===== src/rtl/loader_pkg.sv =====
// Shared types and defaults for the program loader (LOAD/RUN encoding, NOP word).
package loader_pkg;

  localparam int unsigned INSTR_W                 = 8;
  localparam int unsigned DEFAULT_DEPTH           = 32;
  localparam int unsigned DEFAULT_DEBOUNCE_CYCLES = 250000;

  // Jump +0: a harmless instruction for unprogrammed or out-of-range fetches.
  localparam logic [INSTR_W-1:0] NOP_INSTR = 8'hC0;

  typedef enum logic {
    ST_LOAD = 1'b0,
    ST_RUN  = 1'b1
  } state_e;

endpackage


===== src/rtl/button_debouncer.sv =====
// Load-button conditioning: 2-flop synchronizer, optional debounce, rising-edge pulse.
// Debounce filter is built only when LOADER_DEBOUNCE_EN is defined.
module button_debouncer #(
  parameter int unsigned DEBOUNCE_CYCLES = 250000
) (
  input  logic clk_i,
  input  logic rst_i,
  input  logic btn_i,
  output logic press_o
);

  if (DEBOUNCE_CYCLES < 1) begin : g_cfg_err
    $error("button_debouncer: DEBOUNCE_CYCLES must be at least 1");
  end

  logic [1:0] sync_q;
  logic       level;
  logic       prev_q;
  logic       press_q;

  always_ff @(posedge clk_i or posedge rst_i) begin
    if (rst_i) sync_q <= '0;
    else       sync_q <= {sync_q[0], btn_i};
  end

`ifdef LOADER_DEBOUNCE_EN
  localparam int unsigned CW = $clog2(DEBOUNCE_CYCLES + 1);

  logic [CW-1:0] cnt_q, cnt_d;
  logic          stable_q, stable_d;

  // Any sample equal to the accepted level restarts the run of differing samples.
  always_comb begin
    cnt_d    = '0;
    stable_d = stable_q;
    if (sync_q[1] != stable_q) begin
      if (cnt_q == CW'(DEBOUNCE_CYCLES - 1)) stable_d = sync_q[1];
      else                                   cnt_d    = cnt_q + CW'(1);
    end
  end

  always_ff @(posedge clk_i or posedge rst_i) begin
    if (rst_i) begin
      cnt_q    <= '0;
      stable_q <= 1'b0;
    end else begin
      cnt_q    <= cnt_d;
      stable_q <= stable_d;
    end
  end

  assign level = stable_q;
`else
  assign level = sync_q[1];
`endif

  always_ff @(posedge clk_i or posedge rst_i) begin
    if (rst_i) begin
      prev_q  <= 1'b0;
      press_q <= 1'b0;
    end else begin
      prev_q  <= level;
      press_q <= level & ~prev_q;
    end
  end

  assign press_o = press_q;

endmodule


===== src/rtl/program_loader.sv =====
// Front-panel program loader: switches write instruction words in LOAD, CPU fetches in RUN.
// Define LOADER_DEBOUNCE_EN to debounce load_button before edge detection.
module program_loader
  import loader_pkg::*;
#(
  parameter int unsigned DEPTH           = DEFAULT_DEPTH,
  parameter int unsigned DEBOUNCE_CYCLES = DEFAULT_DEBOUNCE_CYCLES
) (
  input  logic               oscillator,
  input  logic               reset,
  input  logic               run_switch,
  input  logic               load_button,
  input  logic [INSTR_W-1:0] data_switches,
  input  logic [7:0]         instruction_address,
  output logic [INSTR_W-1:0] instruction,
  output logic               cpu_reset,
  output logic [4:0]         load_ptr,
  output logic [INSTR_W-1:0] echo,
  output logic               full,
  output logic               running
);

  localparam int unsigned AW = (DEPTH > 1) ? $clog2(DEPTH) : 1;

  if (DEPTH < 1 || DEPTH > 32) begin : g_cfg_err
    $error("program_loader: DEPTH must be in 1..32 to fit load_ptr");
  end

  state_e             state_q, state_d;
  logic [1:0]         run_sync_q;
  logic               press;
  logic               wr_en;
  logic [AW-1:0]      ptr_q, ptr_d;
  logic [INSTR_W-1:0] echo_q, echo_d;
  logic               full_q, full_d;
  logic [INSTR_W-1:0] instr_q, instr_d;
  logic [INSTR_W-1:0] mem_q [DEPTH];

  button_debouncer #(
    .DEBOUNCE_CYCLES(DEBOUNCE_CYCLES)
  ) u_load_btn (
    .clk_i  (oscillator),
    .rst_i  (reset),
    .btn_i  (load_button),
    .press_o(press)
  );

  always_ff @(posedge oscillator or posedge reset) begin
    if (reset) run_sync_q <= '0;
    else       run_sync_q <= {run_sync_q[0], run_switch};
  end

  // A press is taken only while staying in LOAD, so one racing the RUN request is dropped.
  always_comb begin
    state_d = state_q;
    ptr_d   = ptr_q;
    echo_d  = echo_q;
    full_d  = full_q;
    instr_d = NOP_INSTR;
    wr_en   = 1'b0;
    case (state_q)
      ST_LOAD: begin
        if (run_sync_q[1]) begin
          state_d = ST_RUN;
        end else if (press && !full_q) begin
          wr_en  = 1'b1;
          echo_d = data_switches;
          if (ptr_q == AW'(DEPTH - 1)) begin
            ptr_d  = '0;
            full_d = 1'b1;
          end else begin
            ptr_d = ptr_q + AW'(1);
          end
        end
      end
      ST_RUN: begin
        if (!run_sync_q[1]) state_d = ST_LOAD;
        if (instruction_address < 8'(DEPTH))
          instr_d = mem_q[instruction_address[AW-1:0]];
      end
    endcase
  end

  always_ff @(posedge oscillator or posedge reset) begin
    if (reset) begin
      state_q <= ST_LOAD;
      ptr_q   <= '0;
      echo_q  <= '0;
      full_q  <= 1'b0;
      instr_q <= NOP_INSTR;
    end else begin
      state_q <= state_d;
      ptr_q   <= ptr_d;
      echo_q  <= echo_d;
      full_q  <= full_d;
      instr_q <= instr_d;
    end
  end

  always_ff @(posedge oscillator or posedge reset) begin
    if (reset) begin
      for (int i = 0; i < int'(DEPTH); i++) mem_q[i] <= NOP_INSTR;
    end else if (wr_en) begin
      mem_q[ptr_q] <= data_switches;
    end
  end

  assign instruction = instr_q;
  assign load_ptr    = 5'(ptr_q);
  assign echo        = echo_q;
  assign full        = full_q;
  assign cpu_reset   = reset | (state_q == ST_LOAD);
  assign running     = (state_q == ST_RUN);

endmodule


===== config.mk =====
export PLATFORM = sky130hd
export DESIGN_NAME = program_loader
export DESIGN_NICKNAME = d
export VERILOG_FILES = /design/src/rtl/loader_pkg.sv /design/src/rtl/button_debouncer.sv /design/src/rtl/program_loader.sv
export SDC_FILE = /design/constraint.sdc
export NUM_CORES = 1
export LEC_CHECK = 0
export BUFFER_PORTS_ARGS = -buffer_cell sky130_fd_sc_hd__buf_2
export CAP_MARGIN = 40
export CORE_ASPECT_RATIO = 0.9
export CORE_UTILIZATION = 45
export CTS_CLUSTER_DIAMETER = 30
export CTS_CLUSTER_SIZE = 40
export DETAILED_ROUTE_END_ITERATION = 10
export SLEW_MARGIN = 20
export SYNTH_ARGS = -nofsm -noshare
export SYNTH_HDL_FRONTEND = slang
export SYNTH_HIERARCHICAL = 1
export SYNTH_SLANG_ARGS = --single-unit
export TNS_END_PERCENT = 1

===== constraint.sdc =====
create_clock -name oscillator -period 20.1 [get_ports oscillator]
set_clock_uncertainty 0.05 [all_clocks]
set_input_delay 2.01 -clock oscillator [delete_from_list [all_inputs] [get_ports oscillator]]
set_output_delay 2.01 -clock oscillator [all_outputs]
set_load 0.01 [all_outputs]

After elaboration in Yosys (flattened, before gate mapping)
Cells that the tools add are included.

Bits in registers: 285. Logic and storage cells: 72. Output and inout bits: 24. Input bits: 20.

Reduce and logical (&&, ||, !) cells: 5. Bitwise gates (word level): 7. $lt $le $gt $ge: 4. Eq/ne operators: 1. Multiplexer cells: 13. Add/subtract/negate cells: 1.

Operators by type and width (count): $bwmux 256 (1); $bmux 8 s5 (1); $demux 8 s5 (1); $mux 8 (5); $ge 6x6->1 const B (2); $not 5->6 (2); $lt 8x6->1 const B (1); $lt 6x1->1 const B (1); $add 5x1->5 const B (1); $eq 5x5->1 const B (1); $mux 5 (1); $mux 1 (4); $reduce_and 4->1 (1); $not 1->1 (3); $reduce_and 3->1 (1); $logic_and 1x1->1 (2); $and 1x1->1 (1); $logic_not 1->1 (1); $or 1x1->1 (1).

Depth between registers and ports, before layout
Gate-level depths: netlist of the first run.

Word-level depth: 6. Gate-level depth with buffers: 7. Depth with buffers taken out: 5.

Modules after synthesis
The synthesis of the first run kept the hierarchy.

Modules (own cells, without submodules): program_loader (sequential area each 7114.3 um^2, cells an instance 862, times used 1, area each 12813.5 um^2); button_debouncer (sequential area each 100.1 um^2, cells an instance 6, times used 1, area each 117.6 um^2).

Worst setup path after synthesis of the first run
OpenSTA, ideal clock, no wires.

Kind: in2out. From: input reset. To: output cpu_reset. Required time: 18.040 ns. Path slack: 9.601 ns. Arrival: 8.439 ns. Buffers on the path: 0. Cell stages on the path: 2. Cells stage by stage: inv_1 > nand2_1.

Longest elaborated chain between the ends: 1.

RTL lines: start, declared (RTL line program_loader.sv:10) `input logic reset,`; $or 1x1->1 (RTL line program_loader.sv:112) `assign cpu_reset = reset | (state_q == ST_LOAD);`; end, declared (RTL line program_loader.sv:16) `output logic cpu_reset,`.

Every way passes these cells.

Worst setup path after layout of the first run
Same ends and word-level chain as after synthesis.

==> results of run 1 <==
## stage by stage
step                std cells  area, um2   util
floorplan                 868      12900      -
global placement         1218      13400  0.477
detailed placement       1222      13500  0.481
CTS                      1333      15600  0.557
global route             1333      15600  0.557
finish                   1333      15600  0.557
## registers in the layout (all words and copies together), names as in the netlist
name / flops
mem_q: 256
echo: 8
instruction: 8
load_ptr: 5
run_sync_q: 2
u_load_btn/sync_q: 2
full: 1
running: 1
u_load_btn/press_o: 1
u_load_btn/prev_q: 1
## routing by layer
layer / global-route usage / vias up / wire length, um / share of wire
met2: 0.329 / 158 / 13500 / 0.45
met5: 0 / - / 0 / 0
met3: 0.0329 / 41 / 1070 / 0.036
met1: 0.322 / 3967 / 14900 / 0.50
met4: 0.0521 / 0 / 424 / 0.014
li1: - / 3325 / - / -
## layout make-up
type / instances / share of cell area
Clock buffer: 78 / 0.109
Clock inverter: 33 / 0.0275
Inverter: 5 / 0.00168
Multi-Input combinational cell: 520 / 0.348
Sequential cell: 285 / 0.461
Tap cell: 360 / 0.0288
Timing Repair Buffer: 52 / 0.0240
## cell families (layout without fill, tap and decap cells)
family	count (synthesis)	after routing	synth area share
compound gates	50	50	0.0260
flops	285	285	0.558
mux	355	355	0.346
fa+ha+maj	5	5	0.00484
buf+inv	63	168	0.0216
simple gates	110	110	0.0436
## cell usage in the layout, fill, tap and decap left out, drive strengths merged, types with 4 or more instances in the layout
cell type  instances
nand3              9
a21oi             13
nor2              13
inv                5
and2               5
clkinv            14
ha                 5
mux2i             51
nor2b              5
dfrtp            219
o211ai             6
nand2b             4
a22oi             22
mux4              48
dfstp             66
clkbuf            78
clkinvlp          10
buf               52
and3               7
nand2             59
bufinv             9
mux2             256
## where the power goes
| group | total [W] | internal (W) | switching (W) |
|---|---|---|---|
| clock | 0.00102 | 0.000710 | 0.000312 |
| combinational | 0.000176 | 0.0000922 | 0.0000840 |
| sequential | 0.000682 | 0.000649 | 0.0000338 |
| total | 0.00188 | 0.00145 | 0.000429 |
## worst paths after layout
check / slack [ns] / to / depth (start not counted) / start
worst max-delay path: 15.04 / cpu_reset / 5 / reset
worst min-delay path: 0.30 / run_sync_q[1]$_DFF_PP0_ / 0 / run_sync_q[0]$_DFF_PP0_
worst max register to register: 17.47 / mem_q[217]$_DFFE_PP0P_ / 5 / full$_DFFE_PP0P_
worst min register to register: 0.30 / run_sync_q[1]$_DFF_PP0_ / 0 / run_sync_q[0]$_DFF_PP0_
max in group asynchronous: 17.39 / mem_q[9]$_DFFE_PP0P_ / 3 / reset
min in group asynchronous: 1.34 / u_load_btn/sync_q[0]$_DFF_PP0_ / 2 / reset
## critical path, delay by kind of cell
kind | cells | cell delay (ns)
AND/OR/NAND/NOR | 1 | 0.09
buffers and inverters | 4 | 0.87
==> results.md, run 1 <==
- Detail Placement HPWL: 18,300 um
- Max FO, Critical Path: 84
- Worst slew pin tran: 0.929 ns
- Die Ht: 163 um
- DR WL/cell: 22.4 um
- CP arrival: 3.00 ns
- EDFF count, synth: 0
- Gr ovfl total: 0
- Final WS setup: 15.04 ns
- Seq/Total Area, Yosys: 0.558
- Area Overhead vs Synth: 21.0%
- Startpoint types: primary input
- IO Count: 44
- Core box area: 28,100 um2
- RSZ-0062 raised after global routing: false
- Status: complete, no violations
- Die Wd: 181 um
- Synth top area share: 0.424
- Clock root buffer master: clkbuf_16
- FFs w/ async S/R, synth: 1.00
- # resized after CTS: 0
- Worst-path cell chain: buf_2 -> inv_8 -> buf_16 -> nand2_1 -> buf_2
- Most numerous cell in the Yosys netlist: mux2_2
- VDD IR-drop max: 0.0672 mV
- TritonCTS clock tree: built
- Worst path max stage delay: 0.36 ns
- Starting Density: 0.460
- Hold Fails Final Rpt: 0
- Largest area contributor in the netlist: dfrtp_1
- Total GRT Usage: 0.215
- Fmax: 198 MHz
- CTS buffer count: 60
- Hold Slack: 0.298 ns
- Worst skew pair latency: 0.56 ns
- Leakage: 6.71 nW
- Synth Net Count: 893
- Reg area: 7210 um2
- GPL Wtd Cong: 0.731
- H-tree depth: 2
- First-pass GRT wire length: 47,900 um
- # setup viols final: 0
- Fillers: 2,261
- Cells after synthesis: 868
- Crit end category: output port
- Worst Setup Path Type: primary input to output port
- Layout cells sized above 1: 0.552
- Syn Std Cell Area: 12,900 um2
- Total Power: 0.00188 W
- Largest net degree at the start of global routing: 163
- Rel. slew slack: 0.380
- Synth Area per Inst: 14.9 um2
- Total die area: 29,400 um2
- N_diodes: 0
- Cts hold-fix bufs: 0
- CP max-delay cell: buf_16
- Most common flop cell mapped by yosys: dfrtp_1
- Syn. warnings: 6
- Final Critical Period: 5.06 ns
- Via density per instance: 5.62
- Detailed Route WL: 29,900 um
- Clock Tree Buf Depth: 3
- Final net count: 949
- Critical path data required time: 18.04 ns
- Multi-input gate area: 5440 um2
- Clock slew at the register clock pins of the worst setup and hold paths: 0.05 ns
- FF+latch count, synth: 285
- Commonest cells post-synth: mux2_2, dfrtp_1, dfstp_2
- Vias in the first global route: 7,849
- Final ANT Viol Nets: 0
- DRC Markers: 0
- Max cap viols: 0
- Yosys cell types: 36
- Via Count: 7,491
- Place WS: 14.97 ns
- TritonCTS Sinks: 285
- HP Class: flip-flop to flip-flop
- PwrDens: 120 nW/um2
- Postcts setup bufs: 0
- Synth top area cells: dfrtp_1, mux2_2, dfstp_2
- Pins over their slew limit: 0
- CP dominant cell by count: buf_2
- Num rows: 58
- Share of the clock period used by the worst path: 0.252
- Setup TNS: 0 ns
- Initial antenna violation count: 0
- PortBufs: 43
- Pre-Repair DR Iteration Count: 5
- DR iter-0 viols: 443
Note: power is estimated with default switching activity, not from simulation.
==> run 2: changes to the inputs <==
==> constraint.sdc (replaced) <==
create_clock -name oscillator -period 5 [get_ports oscillator]
set_clock_uncertainty 0.05 [all_clocks]
set_input_delay 0.5 -clock oscillator [delete_from_list [all_inputs] [get_ports oscillator]]
set_output_delay 0.5 -clock oscillator [all_outputs]
set_load 0.01 [all_outputs]
==> run 2 against run 1 <==
Compared with the run above: flip-flop and latch count is the same; global-route usage grew 0.62 points; worst setup slack got worse by 13 ns; count of clock-buffer cells in the layout decreased by 5; wire length rose by 3.0%; critical path depth down 1; die area is the same; highest routed layer unchanged; clock power grew to 4.0 times the previous value; sequential power increased to 4.0 times the previous value; first-iteration DRC count up 7.9%; critical path type is now flip-flop to flip-flop; worst hold slack worse by 0.13 ns; sequential share of layout area fell by 0.17 points.
==> results.md, run 2 (synthesized netlist as in run 1, its figures left out) <==
- IO Count: 44 (unchanged)
- Commonest non-fill, non-tap cells in the layout: mux2_2, dfrtp_1, dfstp_2 (unchanged)
- DR iter-0 viols: 478 (was 443)
- Fillers: 2,297 (was 2,261)
- GPL Wtd Cong: 0.781 (was 0.731)
- Detailed Route WL: 30,800 um (was 29,900 um)
- Initial antenna violation count: 0 (unchanged)
- Die Wd: 181 um (unchanged)
- CP arrival: 3.06 ns (was 3.00 ns)
- Hold Fails Final Rpt: 0 (unchanged)
- Detail Placement HPWL: 19,200 um (was 18,300 um)
- # resized after CTS: 0 (unchanged)
- HP Class: primary input to flip-flop (was flip-flop to flip-flop)
- Total die area: 29,400 um2 (unchanged)
- Clock Tree Buf Depth: 3 (unchanged)
- Starting Density: 0.460 (unchanged)
- Total GRT Usage: 0.221 (was 0.215)
- Via Count: 7,630 (was 7,491)
- PwrDens: 483 nW/um2 (was 120 nW/um2)
- Most flops, register: mem_q (unchanged)
- TritonCTS clock tree: built (unchanged)
- Worst reg-to-reg path cell count: 4 (was 5)
- N_diodes: 0 (unchanged)
- Status: complete, no violations (unchanged)
- Crit end category: flip-flop (was output port)
- Comb power frac: 0.094 (about the same)
- Startpoint types: flip-flop (was primary input)
- Clock root buffer master: clkbuf_16 (unchanged)
- TritonCTS Sinks: 285 (unchanged)
- Core box area: 28,100 um2 (unchanged)
- Clock slew at the register clock pins of the worst setup and hold paths: 0.05 ns (about the same)
- Clock power share: 0.543 (about the same)
- Hold Slack: 0.172 ns (was 0.298 ns)
- Post-DP Area: 13,500 um2 (about the same)
- Commonest non-fill, non-tap cell in the layout: mux2_2 (unchanged)
- H-tree depth: 2 (unchanged)
- Power Internal: 0.00579 W (was 0.00145 W)
- Final ANT Viol Nets: 0 (unchanged)
- Rel. slew slack: 0.395 (was 0.380)
- Pre-Repair DR Iteration Count: 5 (unchanged)
- CTS buffer count: 60 (unchanged)
- First-pass GRT wire length: 49,400 um (was 47,900 um)
- Area Overhead vs Synth: 21.5% (was 21.0%)
- Final Instance Area: 15,700 um2 (was 15,600 um2)
- Reg area: 7210 um2 (unchanged)
- Multi-input gate area: 5440 um2 (unchanged)
- Final Critical Period: 2.67 ns
- Psw: 0.00179 W (was 0.000429 W)
- Share of the clock period used by the worst path: 0.534
- Layout cells sized above 1: 0.557 (was 0.552)
- Switching Fraction: 0.236 (was 0.228)
- DR WL/cell: 23.0 um (was 22.4 um)
- Worst Setup Path Type: flip-flop to flip-flop (was primary input to output port)
- Finished Layout Cells: 1,341 (was 1,333)
- Critical path data required time: 5.39 ns (was 18.04 ns)
- Vias in the first global route: 8,054 (was 7,849)
- PortBufs: 43 (unchanged)
- Hold Crit Depth: 3 (was 0)
- Cts hold-fix bufs: 3 (was 0)
- Final net count: 954 (was 949)
- Leakage: 6.75 nW (was 6.71 nW)
- Max FO, Critical Path: 14 (was 84)
- Part of the power in registers: 0.363 (about the same)
- Worst slew pin tran: 0.908 ns (was 0.929 ns)
- Placed cells: 1,223 (was 1,222)
- Setup TNS: 0 ns (unchanged)
- VDD IR-drop max: 0.316 mV (was 0.0672 mV)
- Via density per instance: 5.69 (was 5.62)
- Max cap viols: 0 (unchanged)
- Fmax: 375 MHz
- # setup viols final: 0 (unchanged)
- Pins over their slew limit: 0 (unchanged)
- Postcts setup bufs: 0 (unchanged)
- Gr ovfl total: 0 (unchanged)
- DRC Markers: 0 (unchanged)
- Num rows: 58 (unchanged)
- Worst skew pair latency: 0.57 ns (was 0.56 ns)
- RSZ-0062 raised after global routing: false (unchanged)
- Largest net degree at the start of global routing: 154 (was 163)
- Die Ht: 163 um (unchanged)
- Max reg flops: 256 (unchanged)
run 2: layout make-up:
type / count / area share
Sequential cell: 285 / 0.459
Multi-Input combinational cell: 520 / 0.346
Clock buffer: 73 / 0.105
Clock inverter: 41 / 0.0323
Tap cell: 360 / 0.0287
Timing Repair Buffer: 57 / 0.0269
Inverter: 5 / 0.00143
run 2: per-layer routing:
metal  share of wire  wire (um)  global-route usage
met5               0          0                   0
met4           0.018        568              0.0602
met3           0.049       1500              0.0472
met2            0.45      14000               0.336
met1            0.48      14700               0.322
run 2: critical path, stage by stage, from the launching register on:
cell and delay [ns]:
dfrtp_1 0.42, nor4b_4 0.73, and2_1 0.44, nand3_1 0.46, mux2_2 0.44
run 2: final timing paths:
path | endpoint | slack (ns) | from
max | mem_q[204]$_DFFE_PP0P_ | 2.33 | full$_DFFE_PP0P_
min | instruction[7]$_DFF_PP1_ | 0.17 | instruction_address[5]
max reg2reg | mem_q[204]$_DFFE_PP0P_ | 2.33 | full$_DFFE_PP0P_
min reg2reg | u_load_btn/sync_q[1]$_DFF_PP0_ | 0.30 | u_load_btn/sync_q[0]$_DFF_PP0_
max in group asynchronous | mem_q[75]$_DFFE_PP0P_ | 3.48 | reset
min in group asynchronous | u_load_btn/sync_q[1]$_DFF_PP0_ | 0.33 | reset
run 2: stage by stage:
stage / worst slack (ns) / util / total power [W]
global route: 2.21 / 0.559 / 0.00789
detailed placement: 2.11 / 0.481 / 0.00350
global placement: 2.09 / 0.478 / 0.00348
floorplan: -0.541 / - / 0.00328
CTS: 2.33 / 0.558 / 0.00766
finish: 2.33 / 0.559 / 0.00758
run 2: power groups by stage:
stage,logic (W),registers [W],clock network [W]
6_report,0.000712,0.00275,0.00412
5_1_grt,0.000782,0.00279,0.00432
4_1_cts,0.000721,0.00275,0.00418
3_5_place_dp,0.000714,0.00278,0
3_3_place_gp,0.000699,0.00278,0
2_1_floorplan,0.000531,0.00275,0
==> run 3: changes to the inputs <==
==> constraint.sdc (replaced) <==
create_clock -name oscillator -period 2.4 [get_ports oscillator]
set_clock_uncertainty 0.05 [all_clocks]
set_input_delay 0.24 -clock oscillator [delete_from_list [all_inputs] [get_ports oscillator]]
set_output_delay 0.24 -clock oscillator [all_outputs]
set_load 0.01 [all_outputs]
==> run 3 against run 2 <==
Compared with the run above: count of clock-buffer cells in the layout grew 16; final area grew 1.6%; core utilization grew 0.89 points; worst hold slack lost 0.087 ns; wire length grew 1.4%; sequential share of layout area shrank 0.72 points; non-clock buffer count grew 19; first-iteration DRC count shrank 12%; global-route usage grew 0.41 points; flip-flop and latch count is the same; via count grew 0.75%; die area is the same; critical endpoint is now mem_q[57]$_DFFE_PP0P_; largest cell class unchanged.
==> results.md, run 3 (synthesized netlist as in run 1, its figures left out) <==
- PortBufs: 43 (unchanged)
- VDD IR-drop max: 0.605 mV (was 0.316 mV)
- Core box area: 28,100 um2 (unchanged)
- CP bufs+invs: 0 (unchanged)
- Via density per instance: 5.64 (was 5.69)
- Max FO, Critical Path: 8 (was 14)
- Total die area: 29,400 um2 (unchanged)
- Clock root buffer master: clkbuf_16 (unchanged)
- H-tree depth: 2 (unchanged)
- Rel. slew slack: 0.505 (was 0.395)
- TritonCTS Sinks: 285 (unchanged)
- Final net count: 974 (was 954)
- HP Class: primary input to asynchronous set/reset pin (was primary input to flip-flop)
- Commonest non-fill, non-tap cells in the layout: mux2_2, dfrtp_1, dfstp_2 (unchanged)
- IO Count: 44 (unchanged)
- Vias in the first global route: 8,199 (was 8,054)
- Area Overhead vs Synth: 23.4% (was 21.5%)
- Clock slew at the register clock pins of the worst setup and hold paths: 0.05 ns (about the same)
- Crit end category: flip-flop (unchanged)
- Total Power: 0.0163 W (was 0.00758 W)
- Finished Layout Cells: 1,363 (was 1,341)
- Worst path max stage delay: 0.49 ns (was 0.73 ns)
- Num rows: 58 (unchanged)
- Hold Fails Final Rpt: 0 (unchanged)
- Final Critical Period: 2.32 ns (was 2.67 ns)
- CTS buffer count: 61 (was 60)
- DR WL/cell: 22.9 um (was 23.0 um)
- Max cap viols: 0 (unchanged)
- Leakage: 6.87 nW (was 6.75 nW)
- Via Count: 7,687 (was 7,630)
- Total GRT Usage: 0.225 (was 0.221)
- Largest net degree at the start of global routing: 96 (was 154)
- Postcts setup bufs: 0 (unchanged)
- Layout cells sized above 1: 0.552 (was 0.557)
- Final ANT Viol Nets: 0 (unchanged)
- Fin util: 0.568 (was 0.559)
- Status: complete, no violations (unchanged)
- Worst path top cell family by delay: simple AND/OR/NAND/NOR gates (unchanged)
- Worst Setup Path Type: flip-flop to flip-flop (unchanged)
- Hold Slack: 0.0851 ns (was 0.172 ns)
- Initial antenna violation count: 1 (was 0)
- Detail Placement HPWL: 19,900 um (was 19,200 um)
- Clock Tree Buf Depth: 3 (unchanged)
- First-pass GRT wire length: 50,200 um (was 49,400 um)
- Die Wd: 181 um (unchanged)
- # setup viols final: 0 (unchanged)
- Startpoint types: flip-flop (unchanged)
- Worst slew pin tran: 0.741 ns (was 0.908 ns)
- Worst-path cell chain: nor4b_4 -> and2_1 -> nand2_1 -> mux2_2 (was nor4b_4 -> and2_1 -> nand3_1 -> mux2_2)
- Critical path data required time: 2.80 ns (was 5.39 ns)
- Placed cells: 1,241 (was 1,223)
- Gr ovfl total: 0 (unchanged)
- DRC Markers: 0 (unchanged)
- RSZ-0062 raised after global routing: true (was false)
- Max reg flops: 256 (unchanged)
- CP arrival: 2.72 ns (was 3.06 ns)
- CP max-delay cell: nor4b_4 (unchanged)
- Pre-Repair DR Iteration Count: 5 (unchanged)
- Worst skew pair latency: 0.57 ns (about the same)
- Most flops, register: mem_q (unchanged)
- Detailed Route WL: 31,200 um (was 30,800 um)
- TritonCTS clock tree: built (unchanged)
- Starting Density: 0.460 (unchanged)
- Setup TNS: 0 ns (unchanged)
- Share of the clock period used by the worst path: 0.968 (was 0.534)
- DR iter-0 viols: 421 (was 478)
- GPL Wtd Cong: 0.822 (was 0.781)
- Pins over their slew limit: 0 (unchanged)
- Die Ht: 163 um (unchanged)
- Commonest non-fill, non-tap cell in the layout: mux2_2 (unchanged)
- Fmax: 430 MHz (was 375 MHz)
- PwrDens: 1020 nW/um2 (was 483 nW/um2)
run 3: final cells by class:
cell class	instances	area, um2
antenna	1	2.50
multi-input combinational	520	5450
sequential	285	7210
tap	360	450
clock inverter	27	495
timing repair buffer	76	563
inverter	5	22.5
clock buffer	89	1750
fill	2272	12100
run 3: per-stage QoR:
step | instance area [um2] | setup WS, ns
after floorplan | 12900 | -2.57
after global routing | 16000 | -0.0377
after CTS | 15900 | 0.0923
after global placement | 13600 | 0.108
final | 16000 | 0.0761
after detailed placement | 13600 | 0.109
run 3: timing repair:
action                                  4_1_cts  5_1_grt
resized for setup                             0        4
hold endpoints to repair                    128        0
endpoints found under the setup margin        0       75
hold buffers                                  5        0
run 3: metal layers:
layer | vias up | GRT usage | routed length, um
met3 | 48 | 0.0416 | 1300
met2 | 154 | 0.335 | 14000
met1 | 4095 | 0.339 | 15400
met5 | - | 0 | 0
li1 | 3390 | - | -
met4 | 0 | 0.0571 | 503
run 3: final timing paths:
kind | from | endpoint | slack [ns] | cells past startpoint
hold reg to reg | u_load_btn/sync_q[0]$_DFF_PP0_ | u_load_btn/sync_q[1]$_DFF_PP0_ | 0.30 | 0
hold / removal | reset | u_load_btn/sync_q[1]$_DFF_PP0_ | 0.09 | 3
setup reg to reg | full$_DFFE_PP0P_ | mem_q[57]$_DFFE_PP0P_ | 0.08 | 4
max in group asynchronous | reset | mem_q[201]$_DFFE_PP0P_ | 1.27 | 4
min in group oscillator | data_switches[3] | echo[3]$_DFFE_PP0P_ | 0.17 | 3
setup / recovery | full$_DFFE_PP0P_ | mem_q[57]$_DFFE_PP0P_ | 0.08 | 4
run 3: power breakdown:
group          switching, W  internal (W)
logic              0.000745      0.000794
clock network       0.00262       0.00641
registers          0.000308       0.00543
total               0.00368        0.0126
run 3: worst register-to-register path, delay by kind of cell, from the launching register on:
family | cells | cell delay (ns)
and+or+nand+nor | 3 | 1.34
muxes | 1 | 0.41
DFF | 1 | 0.42
